[config.mk]
export PLATFORM = sky130hd
export DESIGN_NAME = instr_fetch_unit
export DESIGN_NICKNAME = d
export VERILOG_FILES = /design/src/rtl/instr_fetch_unit_pkg.sv /design/src/rtl/instr_fetch_unit_fifo.sv /design/src/rtl/instr_fetch_unit.sv
export SDC_FILE = /design/constraint.sdc
export NUM_CORES = 1
export LEC_CHECK = 0
export BUFFER_PORTS_ARGS = -buffer_cell sky130_fd_sc_hd__buf_4
export CAP_MARGIN = 30
export CORE_ASPECT_RATIO = 2
export CORE_MARGIN = 1.5
export CORE_UTILIZATION = 30
export DETAILED_ROUTE_END_ITERATION = 16
export PLACE_DENSITY = 0.6
export SETUP_SLACK_MARGIN = 0.02
export SYNTH_ARGS = -nofsm -noshare
export SYNTH_HDL_FRONTEND = slang
export SYNTH_SLANG_ARGS = --single-unit
[constraint.sdc]
create_clock -name clk -period 5.76 [get_ports clk]
set_input_delay 0.288 -clock clk [delete_from_list [all_inputs] [get_ports clk]]
set_output_delay 0.288 -clock clk [all_outputs]
set_load 0.01 [all_outputs]
[src/rtl/instr_fetch_unit_pkg.sv]
// Shared processor definitions used by the instruction fetch unit.
package instr_fetch_unit_pkg;

  // Default fetch parameters
  localparam int unsigned IFU_PC_W     = 8;
  localparam int unsigned IFU_RESET_PC = 0;
  localparam logic [3:0]  IFU_HALT_OPC = 4'hF;

  // Instruction word layout: {opcode[15:12], rd, rs1, rs2}
  localparam int unsigned INSTR_W = 16;
  localparam int unsigned OPC_LSB = 12;
  localparam int unsigned OPC_W   = 4;

  // Fetch FSM encoding
  typedef enum logic {
    ST_RUN  = 1'b0,
    ST_HALT = 1'b1
  } fetch_state_e;

  // Extract the opcode field from an instruction word
  function automatic logic [OPC_W-1:0] opcode_of(input logic [INSTR_W-1:0] word);
    return word[OPC_LSB +: OPC_W];
  endfunction

endpackage

[src/rtl/instr_fetch_unit_fifo.sv]
// Two-entry buffer for fetched {instruction, pc} pairs with synchronous flush.
module fetch_fifo #(
  parameter int unsigned W = 24
) (
  input  logic         clk,
  input  logic         rst_n,
  input  logic         push_i,
  input  logic [W-1:0] data_i,
  input  logic         pop_i,
  input  logic         flush_i,
  output logic [W-1:0] data_o,
  output logic         full_o,
  output logic         empty_o
);

  logic [1:0][W-1:0] mem_q;
  logic              wr_ptr_q;
  logic              rd_ptr_q;
  logic [1:0]        cnt_q;
  logic [1:0]        cnt_d;
  logic              do_push;
  logic              do_pop;

  assign full_o  = (cnt_q == 2'd2);
  assign empty_o = (cnt_q == 2'd0);
  assign do_pop  = pop_i && !empty_o;
  assign do_push = push_i && (!full_o || do_pop);
  assign data_o  = mem_q[rd_ptr_q];

  // Occupancy next-state
  always_comb begin
    cnt_d = cnt_q + 2'(do_push) - 2'(do_pop);
  end

  // Storage, pointers and occupancy; flush drops everything buffered
  always_ff @(posedge clk or negedge rst_n) begin
    if (!rst_n) begin
      mem_q    <= '0;
      wr_ptr_q <= 1'b0;
      rd_ptr_q <= 1'b0;
      cnt_q    <= 2'd0;
    end else if (flush_i) begin
      wr_ptr_q <= 1'b0;
      rd_ptr_q <= 1'b0;
      cnt_q    <= 2'd0;
    end else begin
      if (do_push) begin
        mem_q[wr_ptr_q] <= data_i;
        wr_ptr_q        <= ~wr_ptr_q;
      end
      if (do_pop) begin
        rd_ptr_q <= ~rd_ptr_q;
      end
      cnt_q <= cnt_d;
    end
  end

endmodule

[src/rtl/instr_fetch_unit.sv]
// Instruction fetch unit: issues word reads, buffers responses, delivers
// them downstream with a valid/ready handshake, halts on HALT_OPC.
module instr_fetch_unit
  import instr_fetch_unit_pkg::*;
#(
  parameter int unsigned     PC_W     = IFU_PC_W,
  parameter logic [PC_W-1:0] RESET_PC = PC_W'(IFU_RESET_PC),
  parameter logic [3:0]      HALT_OPC = IFU_HALT_OPC
) (
  input  logic               clk,
  input  logic               rst_n,
  output logic               imem_req,
  output logic [PC_W-1:0]    imem_addr,
  input  logic [INSTR_W-1:0] imem_rdata,
  input  logic               redirect_valid,
  input  logic [PC_W-1:0]    redirect_pc,
  output logic               instr_valid,
  input  logic               instr_ready,
  output logic [INSTR_W-1:0] instr,
  output logic [PC_W-1:0]    instr_pc,
  output logic               halted
);

  localparam int unsigned ENTRY_W = INSTR_W + PC_W;

  fetch_state_e        state_q, state_d;
  logic [PC_W-1:0]     pc_q, pc_d;
  logic [PC_W-1:0]     addr_q, addr_d;
  logic                inflight_q, inflight_d;
  logic                req_c;
  logic                push_c;
  logic                pop_c;
  logic                flush_c;
  logic                halt_hit_c;
  logic                full_c;
  logic                empty_c;
  logic [1:0]          occ_c;
  logic [2:0]          load_c;
  logic [ENTRY_W-1:0]  head_c;

  // Buffered count, and the load left after this cycle's transfer
  assign occ_c      = full_c ? 2'd2 : (empty_c ? 2'd0 : 2'd1);
  assign pop_c      = instr_valid && instr_ready && !redirect_valid;
  assign load_c     = 3'(occ_c) + 3'(inflight_q) - 3'(pop_c);
  assign halt_hit_c = inflight_q && (opcode_of(imem_rdata) == HALT_OPC);

  assign imem_req    = req_c && rst_n;
  assign imem_addr   = pc_q;
  assign halted      = (state_q == ST_HALT);
  assign instr_valid = !empty_c;
  assign instr       = head_c[PC_W +: INSTR_W];
  assign instr_pc    = head_c[PC_W-1:0];

  // FSM state register
  always_ff @(posedge clk or negedge rst_n) begin
    if (!rst_n) begin
      state_q <= ST_RUN;
    end else begin
      state_q <= state_d;
    end
  end

  // Next state and issue control; redirect overrides capture, transfer and halt
  always_comb begin
    state_d    = state_q;
    pc_d       = pc_q;
    addr_d     = addr_q;
    inflight_d = 1'b0;
    req_c      = 1'b0;
    push_c     = 1'b0;
    flush_c    = 1'b0;
    if (redirect_valid) begin
      flush_c = 1'b1;
      pc_d    = redirect_pc;
      state_d = ST_RUN;
    end else begin
      push_c = inflight_q;
      if (halt_hit_c) begin
        state_d = ST_HALT;
      end
      // Nothing past a HALT word is ever fetched
      if ((state_q == ST_RUN) && !halt_hit_c && (load_c < 3'd2)) begin
        req_c      = 1'b1;
        pc_d       = pc_q + PC_W'(1);
        addr_d     = pc_q;
        inflight_d = 1'b1;
      end
    end
  end

  // PC, in-flight flag and the address of the outstanding read
  always_ff @(posedge clk or negedge rst_n) begin
    if (!rst_n) begin
      pc_q       <= RESET_PC;
      addr_q     <= RESET_PC;
      inflight_q <= 1'b0;
    end else begin
      pc_q       <= pc_d;
      addr_q     <= addr_d;
      inflight_q <= inflight_d;
    end
  end

  fetch_fifo #(
    .W (ENTRY_W)
  ) u_fifo (
    .clk     (clk),
    .rst_n   (rst_n),
    .push_i  (push_c),
    .data_i  ({imem_rdata, addr_q}),
    .pop_i   (pop_c),
    .flush_i (flush_c),
    .data_o  (head_c),
    .full_o  (full_c),
    .empty_o (empty_c)
  );

endmodule

==> results.json, run 1 <==
{
  "setup_ws_ns": 2.61,
  "arrival_ns": 2.86,
  "cts_inserted_buffers": 9,
  "synthCells": 240,
  "synth_edf_count": 0,
  "nNetsFinal": 337,
  "root_buffer": "clkbuf_16",
  "clkSinkCount": 70,
  "core_area_um2": 10500,
  "yosysUniqueCellTypes": 36,
  "whs_path_depth": 3,
  "htree_levels": 3,
  "final.period_utilization_pct": 54.7,
  "cts_hold_buf": 0,
  "wire_per_inst_um": 15.8,
  "critPathMaxFanout": 14,
  "place_congestion": 0.818,
  "worstReg2RegEnd": "addr_q[0]$_DFFE_PN0P_",
  "worstSetupPathType": "reg -> out",
  "drv_slew": 0,
  "cap_viol_max_count": 0,
  "hold_violations": 0,
  "hp-start": "redirect_pc[4]",
  "ir_drop_mv": 0.201,
  "num_antenna_cells": 0,
  "avgSynthCellArea_um2": 13.5,
  "rows": 53,
  "wl_um": 7050,
  "grt_pass1_wl_um": 11400,
  "status": "completed",
  "fin_crit_ns": 3.15,
  "die_width_um": 76.6,
  "yosys-top-cells-area": "dfrtp_1 (54%), mux2_2 (28%), ha_1 (1.5%), nor2_1 (1.5%), nand3_1 (1.4%)",
  "finalClockSkew_ns": 0.00518,
  "postCtsSetupRepairBufs": 0,
  "grt_start_max_net_pins": 71,
  "clk_pin_slew_ns": 0.06,
  "dieArea_um2": 11500,
  "reg2regPathDepth": 8,
  "regArea_um2": 1750,
  "timing.fmax_mhz": 317,
  "via_per_inst": 4.81,
  "crit_start": "u_fifo.cnt_q[1]$_DFF_PN0_",
  "rsz0062_at_grt": "no",
  "dpl.hpwl_um": 4870,
  "drt_iter0_drc": 67,
  "dpl_worst_slack_ns": 2.92,
  "die_h_um": 150,
  "ant_nets": 0,
  "powerDensity_nw_per_um2": 585,
  "multi_input_area_um2": 1430,
  "rrSetupSlack_ns": 3.04,
  "critPathLaunchType": "register",
  "initial_utilization_pct": 30.8,
  "yosysTopAreaCell": "dfrtp_1",
  "clk_latency_ns": 0.33,
  "synthArstFlopShare_pct": 100,
  "grt_pass1_vias": 2261,
  "antenna_found_initial": 0,
  "syn-num-nets": 272,
  "nFillCells": 1021,
  "r2r-start": "u_fifo.cnt_q[1]$_DFF_PN0_",
  "cts_tree": "built",
  "layout-drive-gt1-share_pct": 54.2,
  "drc": 0,
  "vias": 2150,
  "min_to": "imem_addr[4]$_DFFE_PN0P_",
  "io_pins": 63,
  "first_pass_iters": 4,
  "final_common_cell": "mux2_2",
  "slew_headroom_pct": 40.7,
  "cts_resized": 0,
  "final_cell_mix": "mux2_2 (80), dfrtp_1 (70), buf_4 (66)",
  "yosysTopAreaCellShare_pct": 53.9,
  "grt.overflow.total": 0,
  "fin_tns_setup_ns": 0,
  "yosys_warnings": 0,
  "yosys_register_bits": 70,
  "netlist_area_um2": 3250,
  "final-setup-viol-count": 0,
  "syn2layout_area_growth_pct": 28.9,
  "worstPathRequired_ns": 5.47,
  "crit_path_end_kind": "output port",
  "ys_seq_area_share_pct": 53.9,
  "worstMarginPinSlew_ns": 0.890,
  "port_buffers": 62,
  "grt_util_all_layers_pct": 13.3,
  "hp-class": "in -> reg",
  "cts_buffer_depth": 2,
  "leakage_nw": 1.88,
  "synthFlopType": "dfrtp_1"
}
## sequential cells by signal (all words and copies together) (netlist names)
name	cells
u_fifo.wr_ptr_q	1
inflight_q	1
u_fifo.rd_ptr_q	1
imem_addr	8
addr_q	8
u_fifo.mem_q	48
halted	1
u_fifo.cnt_q	2
## kinds of logic (layout without fill, tap and decap cells)
logic type,Yosys count,after routing,synth area share (%)
flip-flops,70,70,53.9
multiplexers,80,80,27.7
adder cells (fa/ha/maj),4,4,1.54
AO/OA/AOI/OAI,19,19,4.20
buffers and inverters,17,87,2.39
AND/OR/NAND/NOR,44,44,7.62
XOR/XNOR,6,6,2.66
## power by group
group | internal [W] | switching, W
Sequential | 0.000725 | 0.000146
Clock | 0.000389 | 0.000202
Combinational | 0.000581 | 0.000407
Total | 0.00169 | 0.000756
## final cells by class
| cell class | count | share of cell area (%) |
|---|---|---|
| clock buffers | 10 | 5.70 |
| clock inverters | 6 | 2.03 |
| inverters | 5 | 0.448 |
| multi-input cells | 153 | 34.1 |
| flip-flops and latches | 70 | 41.8 |
| well taps | 137 | 4.09 |
| repair buffers | 66 | 11.8 |
## routing by layer
metal  vias to the layer above  GRT usage, %  routed length (µm)  share of wire (%)
met2                        45          23.6                3870                 55
li1                       1000             -                   -                  -
met3                         9          3.76                 222                3.2
met1                      1096          14.4                2790                 40
met4                         0          6.94                 161                2.3
met5                         -             0                   0                  0
## worst max path at each step
| stage | to | slack (ns) |
|---|---|---|
| 3_5_place_dp | imem_req | 2.92 |
| 3_3_place_gp | imem_req | 2.97 |
| 4_1_cts | imem_req | 2.55 |
| 2_1_floorplan | imem_req | 3.25 |
| 6_report | imem_req | 2.61 |
| 5_1_grt | imem_req | 2.33 |
## worst max-delay path, cell delays in order (launching register included)
cell and delay [ns]:
dfrtp_1 0.42, or2_2 0.32, nand2_1 0.12, nor2_1 0.06
ha_1 0.29, nor2b_1 0.18, xnor3_2 0.41, nor3_4 0.41
and2_1 0.20, buf_4 0.12
## cells in the mapped netlist, drive strengths merged, types with 2 or more instances
cell / n
mux2: 80
dfrtp: 70
nor2: 13
nand3: 9
nand2: 7
buf: 6
clkbuf: 6
a31oi: 5
inv: 5
ha: 4
o21ai: 3
o311ai: 3
xor2: 3
nor2b: 2
nor3: 2
o31ai: 2
or4: 2
or4b: 2
## per-stage QoR
| step | hold WS [ns] | util, % | std cells | cell area, µm² | total power (W) |
|---|---|---|---|---|---|
| after floorplan | -0.00759 | - | 240 | 3250 | 0.00151 |
| after global placement | 0.480 | 36.7 | 431 | 3860 | 0.00186 |
| after detailed placement | 0.487 | 36.7 | 431 | 3860 | 0.00189 |
| after CTS | 0.154 | 39.7 | 447 | 4190 | 0.00250 |
| after global routing | 0.177 | 39.7 | 447 | 4190 | 0.00262 |
| final | 0.172 | 39.7 | 447 | 4190 | 0.00245 |
(Power assumes the default switching activity.)
==> run 2: changes to the inputs <==
Settings changed: ABC_AREA from default to 1, PLACE_DENSITY 0.6 to 0.59.
Clock period 5.76 ns to 3.1 ns, I/O delays scaled along.
==> run 2 against run 1 <==
- area after synthesis grew 2.6%
- hold slack lost 0.073 ns
- final cell count grew 40%
- combinational power grew 67%
- sequential share of layout area shrank 0.16 points
- sequential power grew 85%
- sequential cell count is the same
- clock power grew 73%
- die area grew 2.5%
- setup slack lost 2.1 ns
- clock skew is essentially flat
- global-route usage grew 0.29 points
- highest routed layer unchanged
==> results.json, run 2 <==
{
  "synthMuxAreaShare_pct": 0,
  "critPathMaxFanout": 10,
  "dpl_worst_slack_ns": 0.904,
  "fin_tns_setup_ns": 0,
  "synthFlopType": "dfrtp_1",
  "core_area_um2": 10900,
  "place_congestion": 0.743,
  "clk_latency_ns": 0.33,
  "final_cell_mix": "nand2_1 (182), dfrtp_1 (70), buf_4 (66)",
  "synth_common_cells": "nand2_1 (182), dfrtp_1 (70), inv_1 (39), o21ai_0 (35), nand3_1 (27)",
  "synthArstFlopShare_pct": 100,
  "final.period_utilization_pct": 82.6,
  "synth_xor_area_share_pct": 1.31,
  "drt_iter0_drc": 164,
  "powerDensity_nw_per_um2": 1020,
  "timing.fmax_mhz": 391,
  "crit_path_end_kind": "output port",
  "num_antenna_cells": 0,
  "die_width_um": 77.6,
  "io_pins": 63,
  "largest_reg_flops": 48,
  "antenna_found_initial": 0,
  "largest_register": "u_fifo.mem_q",
  "drv_slew": 0,
  "final-setup-viol-count": 0,
  "setup_ws_ns": 0.541,
  "ys_seq_area_share_pct": 52.5,
  "dpl.hpwl_um": 5280,
  "grt_pass1_wl_um": 12600,
  "cts_buffer_depth": 2,
  "arrival_ns": 2.40,
  "nFillCells": 1115,
  "worstSetupPathType": "reg -> out",
  "leakage_nw": 2.28,
  "hp-class": "in -> reg",
  "drc": 0,
  "critPathLaunchType": "register",
  "root_buffer": "clkbuf_16",
  "status": "completed",
  "final_common_cell": "nand2_1",
  "synthCells": 423,
  "yosys_register_bits": 70,
  "via_per_inst": 4.51,
  "rsz0062_at_grt": "no",
  "yosys_warnings": 0,
  "synth_compound_area_share_pct": 9.12,
  "rows": 54,
  "initial_utilization_pct": 30.7,
  "clk_pin_slew_ns": 0.05,
  "cts_tree": "built",
  "yosysTopAreaCellShare_pct": 52.5,
  "layout-drive-gt1-share_pct": 18.5,
  "cts_resized": 0,
  "worstPathRequired_ns": 2.94,
  "yosysTopAreaCell": "dfrtp_1",
  "synth_edf_count": 0,
  "syn-num-nets": 455,
  "grt.overflow.total": 0,
  "synthSimpleGateAreaFrac_pct": 27.5,
  "cap_viol_max_count": 0,
  "wl_um": 7630,
  "grt_start_max_net_pins": 57,
  "yosys-top-cells-area": "dfrtp_1 (53%), nand2_1 (20%), o21ai_0 (5.3%), inv_1 (4.4%), nand3_1 (4.1%)",
  "wire_per_inst_um": 12.2,
  "netlist_area_um2": 3330,
  "port_buffers": 62,
  "syn2layout_area_growth_pct": 26.1,
  "finalClockSkew_ns": 0.00511,
  "cts_inserted_buffers": 9,
  "ant_nets": 0,
  "dieArea_um2": 11800,
  "die_h_um": 152,
  "hold_violations": 0,
  "slew_headroom_pct": 45.1,
  "vias": 2828,
  "grt_util_all_layers_pct": 13.6,
  "fin_crit_ns": 2.56,
  "worstMarginPinSlew_ns": 0.819,
  "grt_pass1_vias": 2664,
  "yosysUniqueCellTypes": 23,
  "htree_levels": 3,
  "synth_adder_area_share_pct": 1.50,
  "first_pass_iters": 5,
  "yosysMostFrequentCell": "nand2_1",
  "avgSynthCellArea_um2": 7.88,
  "ir_drop_mv": 0.449,
  "clkSinkCount": 70,
  "nNetsFinal": 514,
  "synth_top_family_by_area": "simple AND/OR/NAND/NOR gates"
}
==> run 2: area by class of cell <==
class	instances	area [µm²]	share of cell area, %
sequential	70	1750	41.7
multi-input combinational	293	1320	31.3
timing repair buffer	67	505	12.0
clock buffer	13	260	6.19
tap	140	175	4.17
inverter	41	154	3.66
clock inverter	3	42.5	1.01
==> run 2: path summary, 6_finish.rpt <==
path | start | slack (ns) | cells after the start | end
setup / recovery | u_fifo.cnt_q[1]$_DFF_PN0_ | 0.54 | 13 | imem_req
hold / removal | imem_rdata[15] | 0.1 | 3 | u_fifo.mem_q[23]$_DFFE_PN0P_
setup reg to reg | u_fifo.cnt_q[1]$_DFF_PN0_ | 0.98 | 14 | addr_q[3]$_DFFE_PN0P_
hold reg to reg | addr_q[7]$_DFFE_PN0P_ | 0.47 | 2 | addr_q[7]$_DFFE_PN0P_
max in group asynchronous | rst_n | 1.93 | 3 | u_fifo.wr_ptr_q$_DFFE_PN0P_
min in group asynchronous | rst_n | 0.21 | 2 | u_fifo.mem_q[44]$_DFFE_PN0P_
==> run 2: routing by layer <==
layer / vias to the layer above / part of all wire (%) / GRT usage [%]
met5: - / 0 / 0
met4: 0 / 1.6 / 6.32
met3: 9 / 5.0 / 3.72
met2: 64 / 54 / 24.1
met1: 1320 / 40 / 14.9
li1: 1435 / - / -
==> run 2: worst max-delay path: stages, from the launching register on <==
cell and delay (ns):
dfrtp_1 0.39, inv_1 0.13, nand2_4 0.07, nand2_4 0.08, nor2_1 0.05, ha_1 0.28
inv_1 0.07, nand2_1 0.05, nand2_1 0.07, nand2_1 0.05, nand2_1 0.11, nand4_1 0.36
nor2_1 0.22, buf_4 0.14
==> run 2: cells by family after synthesis <==
kind of cell | count (synthesis)
simple gates | 228
flops | 70
buf+inv | 60
compound gates | 56
xor+xnor | 5
fa+ha+maj | 4
==> run 2: through the flow <==
stage	cells	hold slack, ns	instance area (µm²)	util (%)	total power (W)
after global placement	610	0.0249	3890	35.8	0.00324
after floorplan	423	-0.141	3330	-	0.00261
final	627	0.0985	4210	38.7	0.00428
after detailed placement	610	0.0288	3890	35.8	0.00330
after global routing	627	0.0911	4210	38.7	0.00462
after CTS	627	0.0877	4210	38.7	0.00434
==> run 2: timing repair <==
item                                    CTS  global route
setup buffers                             0             0
hold buffers                              1             0
endpoints found under the setup margin    0             0
hold endpoints to repair                 14             0
==> run 2: power breakdown <==
group,switching [W],leakage (nW),total [W],internal [W]
logic,0.000940,1.24,0.00165,0.000706
clock network,0.000360,0.146,0.00102,0.000665
registers,0.000282,0.885,0.00161,0.00132
==> run 3: changes to the inputs <==
Settings changed: ABC_AREA 1 to 0, PLACE_DENSITY 0.59 to 0.61.
Clock period 3.1 ns to 2.3 ns, I/O delays scaled along.
==> run 3 against run 2 <==
- final cell count is 25% lower
- largest cell class unchanged
- non-clock buffer count grew 20
- the flow now finishes with violations (setup timing)
- hold slack lost 0.078 ns
==> results.json, run 3 (synthesis results as in run 1) <==
{
  "grt_pass1_vias": 2418,
  "antenna_found_initial": 0,
  "cts_buffer_depth": 2,
  "power.share.clock_pct": 23.2,
  "worstSetupPathType": "reg -> out",
  "die_h_um": 150,
  "cts_tree": "built",
  "ant_nets": 0,
  "clkSinkCount": 70,
  "largest_reg_flops": 48,
  "drt_iter0_drc": 69,
  "clk_latency_ns": 0.33,
  "final-setup-viol-count": 9,
  "cap_viol_max_count": 0,
  "cpLargestDelayFamily": "simple AND/OR/NAND/NOR gates",
  "crit_path_end_kind": "output port",
  "place_congestion": 0.765,
  "via_per_inst": 4.78,
  "wl_um": 7390,
  "timing.fmax_mhz": 413,
  "leakage_nw": 2.04,
  "cp_cell_sequence": "or2_4, nand2_2, nor2_1, ha_1, nor2b_2, xnor3_2, nor3_4, buf_12, and2_4, buf_6",
  "final.period_utilization_pct": 105,
  "htree_levels": 3,
  "port_buffers": 62,
  "powerDensity_nw_per_um2": 1510,
  "p_sw_w": 0.00204,
  "nFillCells": 984,
  "grt_start_max_net_pins": 39,
  "rsz0062_at_grt": "yes",
  "die_width_um": 76.6,
  "finalClockSkew_ns": 0.00567,
  "critical_path_buf_inv_count": 2,
  "slew_headroom_pct": 55.0,
  "fin_crit_ns": 2.42,
  "grt_util_all_layers_pct": 13.9,
  "cp_slowest_cell": "dfrtp_1",
  "rows": 53,
  "critPathLaunchType": "register",
  "power_frac_seq_pct": 32.2,
  "root_buffer": "clkbuf_16",
  "io_pins": 63,
  "final_cell_mix": "buf_4 (76), mux2_2 (72), dfrtp_1 (70)",
  "grt_pass1_wl_um": 12200,
  "netSwitchingFraction_pct": 30.3,
  "clk_pin_slew_ns": 0.06,
  "cts_inserted_buffers": 9,
  "dieArea_um2": 11500,
  "intPower_w": 0.00470,
  "violations": "setup timing",
  "drv_slew": 0,
  "initial_utilization_pct": 30.8,
  "setup_ws_ns": -0.124,
  "critPathMaxFanout": 2,
  "rrSetupSlack_ns": -0.07,
  "worstPathRequired_ns": 2.18,
  "num_antenna_cells": 0,
  "ir_drop_mv": 0.491,
  "hp-class": "in -> reg",
  "status": "finished with violations",
  "core_area_um2": 10500,
  "dp_cells": 439,
  "nNetsFinal": 358,
  "final_common_cell": "buf_4",
  "power.share.combinational_pct": 44.5,
  "layout-drive-gt1-share_pct": 57.4,
  "whs_ns": 0.0207,
  "drc": 0,
  "final_cells": 468,
  "first_pass_iters": 4,
  "max_stage_delay_ns": 0.38,
  "grt.overflow.total": 0,
  "worstMarginPinSlew_ns": 0.658,
  "hold_violations": 0,
  "largest_register": "u_fifo.mem_q",
  "syn2layout_area_growth_pct": 37.8,
  "arrival_ns": 2.31,
  "vias": 2238,
  "wire_per_inst_um": 15.8,
  "dpl.hpwl_um": 4950
}
## run 3: final cells by class
type                       instances  area, µm²  area share (%)
clock buffer                       9        225            5.03
timing repair buffer              87        711            15.9
inverter                           5       18.8           0.419
sequential                        70       1750            39.1
multi-input combinational        153       1490            33.2
clock inverter                     7        113            2.51
tap                              137        171            3.83
## run 3: path summary, 6_finish.rpt
path                       depth (start not counted)                           end                   startpoint
max reg2reg                                       11         addr_q[1]$_DFFE_PN0P_    u_fifo.cnt_q[0]$_DFF_PN0_
min                                                2      imem_addr[1]$_DFFE_PN0P_               redirect_pc[1]
max in group asynchronous                          3  u_fifo.mem_q[33]$_DFFE_PN0P_                        rst_n
min in group asynchronous                          2  u_fifo.mem_q[44]$_DFFE_PN0P_                        rst_n
max                                               10                      imem_req    u_fifo.cnt_q[0]$_DFF_PN0_
min reg2reg                                        1   u_fifo.mem_q[5]$_DFFE_PN0P_  u_fifo.mem_q[5]$_DFFE_PN0P_
## run 3: what timing repair did
action / 4_1_cts / 5_1_grt
hold buffers: 4 / 0
setup buffers: 13 / 2
endpoints found under the hold margin: 35 / 0
gates resized for setup: 16 / 5
pin swaps: 6 / 7
endpoints found under the setup margin: 13 / 17
## run 3: power by group through the flow
stage	Clock [W]	Combinational (W)	Sequential [W]
after CTS	0.00161	0.00303	0.00218
after detailed placement	0	0.00276	0.00219
after global placement	0	0.00271	0.00215
after floorplan	0	0.00171	0.00209
after global routing	0.00166	0.00325	0.00226
final	0.00157	0.00300	0.00217
## run 3: stage by stage
stage          instance area, µm²  setup WS (ns)  util, %  setup TNS (ns)  total power [W]
6_report                     4480         -0.124     42.5          -0.586          0.00674
5_1_grt                      4480         -0.234     42.5           -1.78          0.00718
4_1_cts                      4480         -0.124     42.5          -0.971          0.00681
3_5_place_dp                 3960        -0.0723     37.5          -0.286          0.00495
3_3_place_gp                 3960        -0.0201     37.5         -0.0553          0.00486
2_1_floorplan                3260         -0.107        -          -0.862          0.00380
## run 3: routing by layer
layer / GRT usage [%] / wire [µm] / vias up
met2: 25.2 / 4060 / 40
met3: 3.03 / 185 / 9
met5: 0 / 0 / -
met1: 15.5 / 3000 / 1147
li1: - / - / 1042
met4: 6.39 / 148 / 0
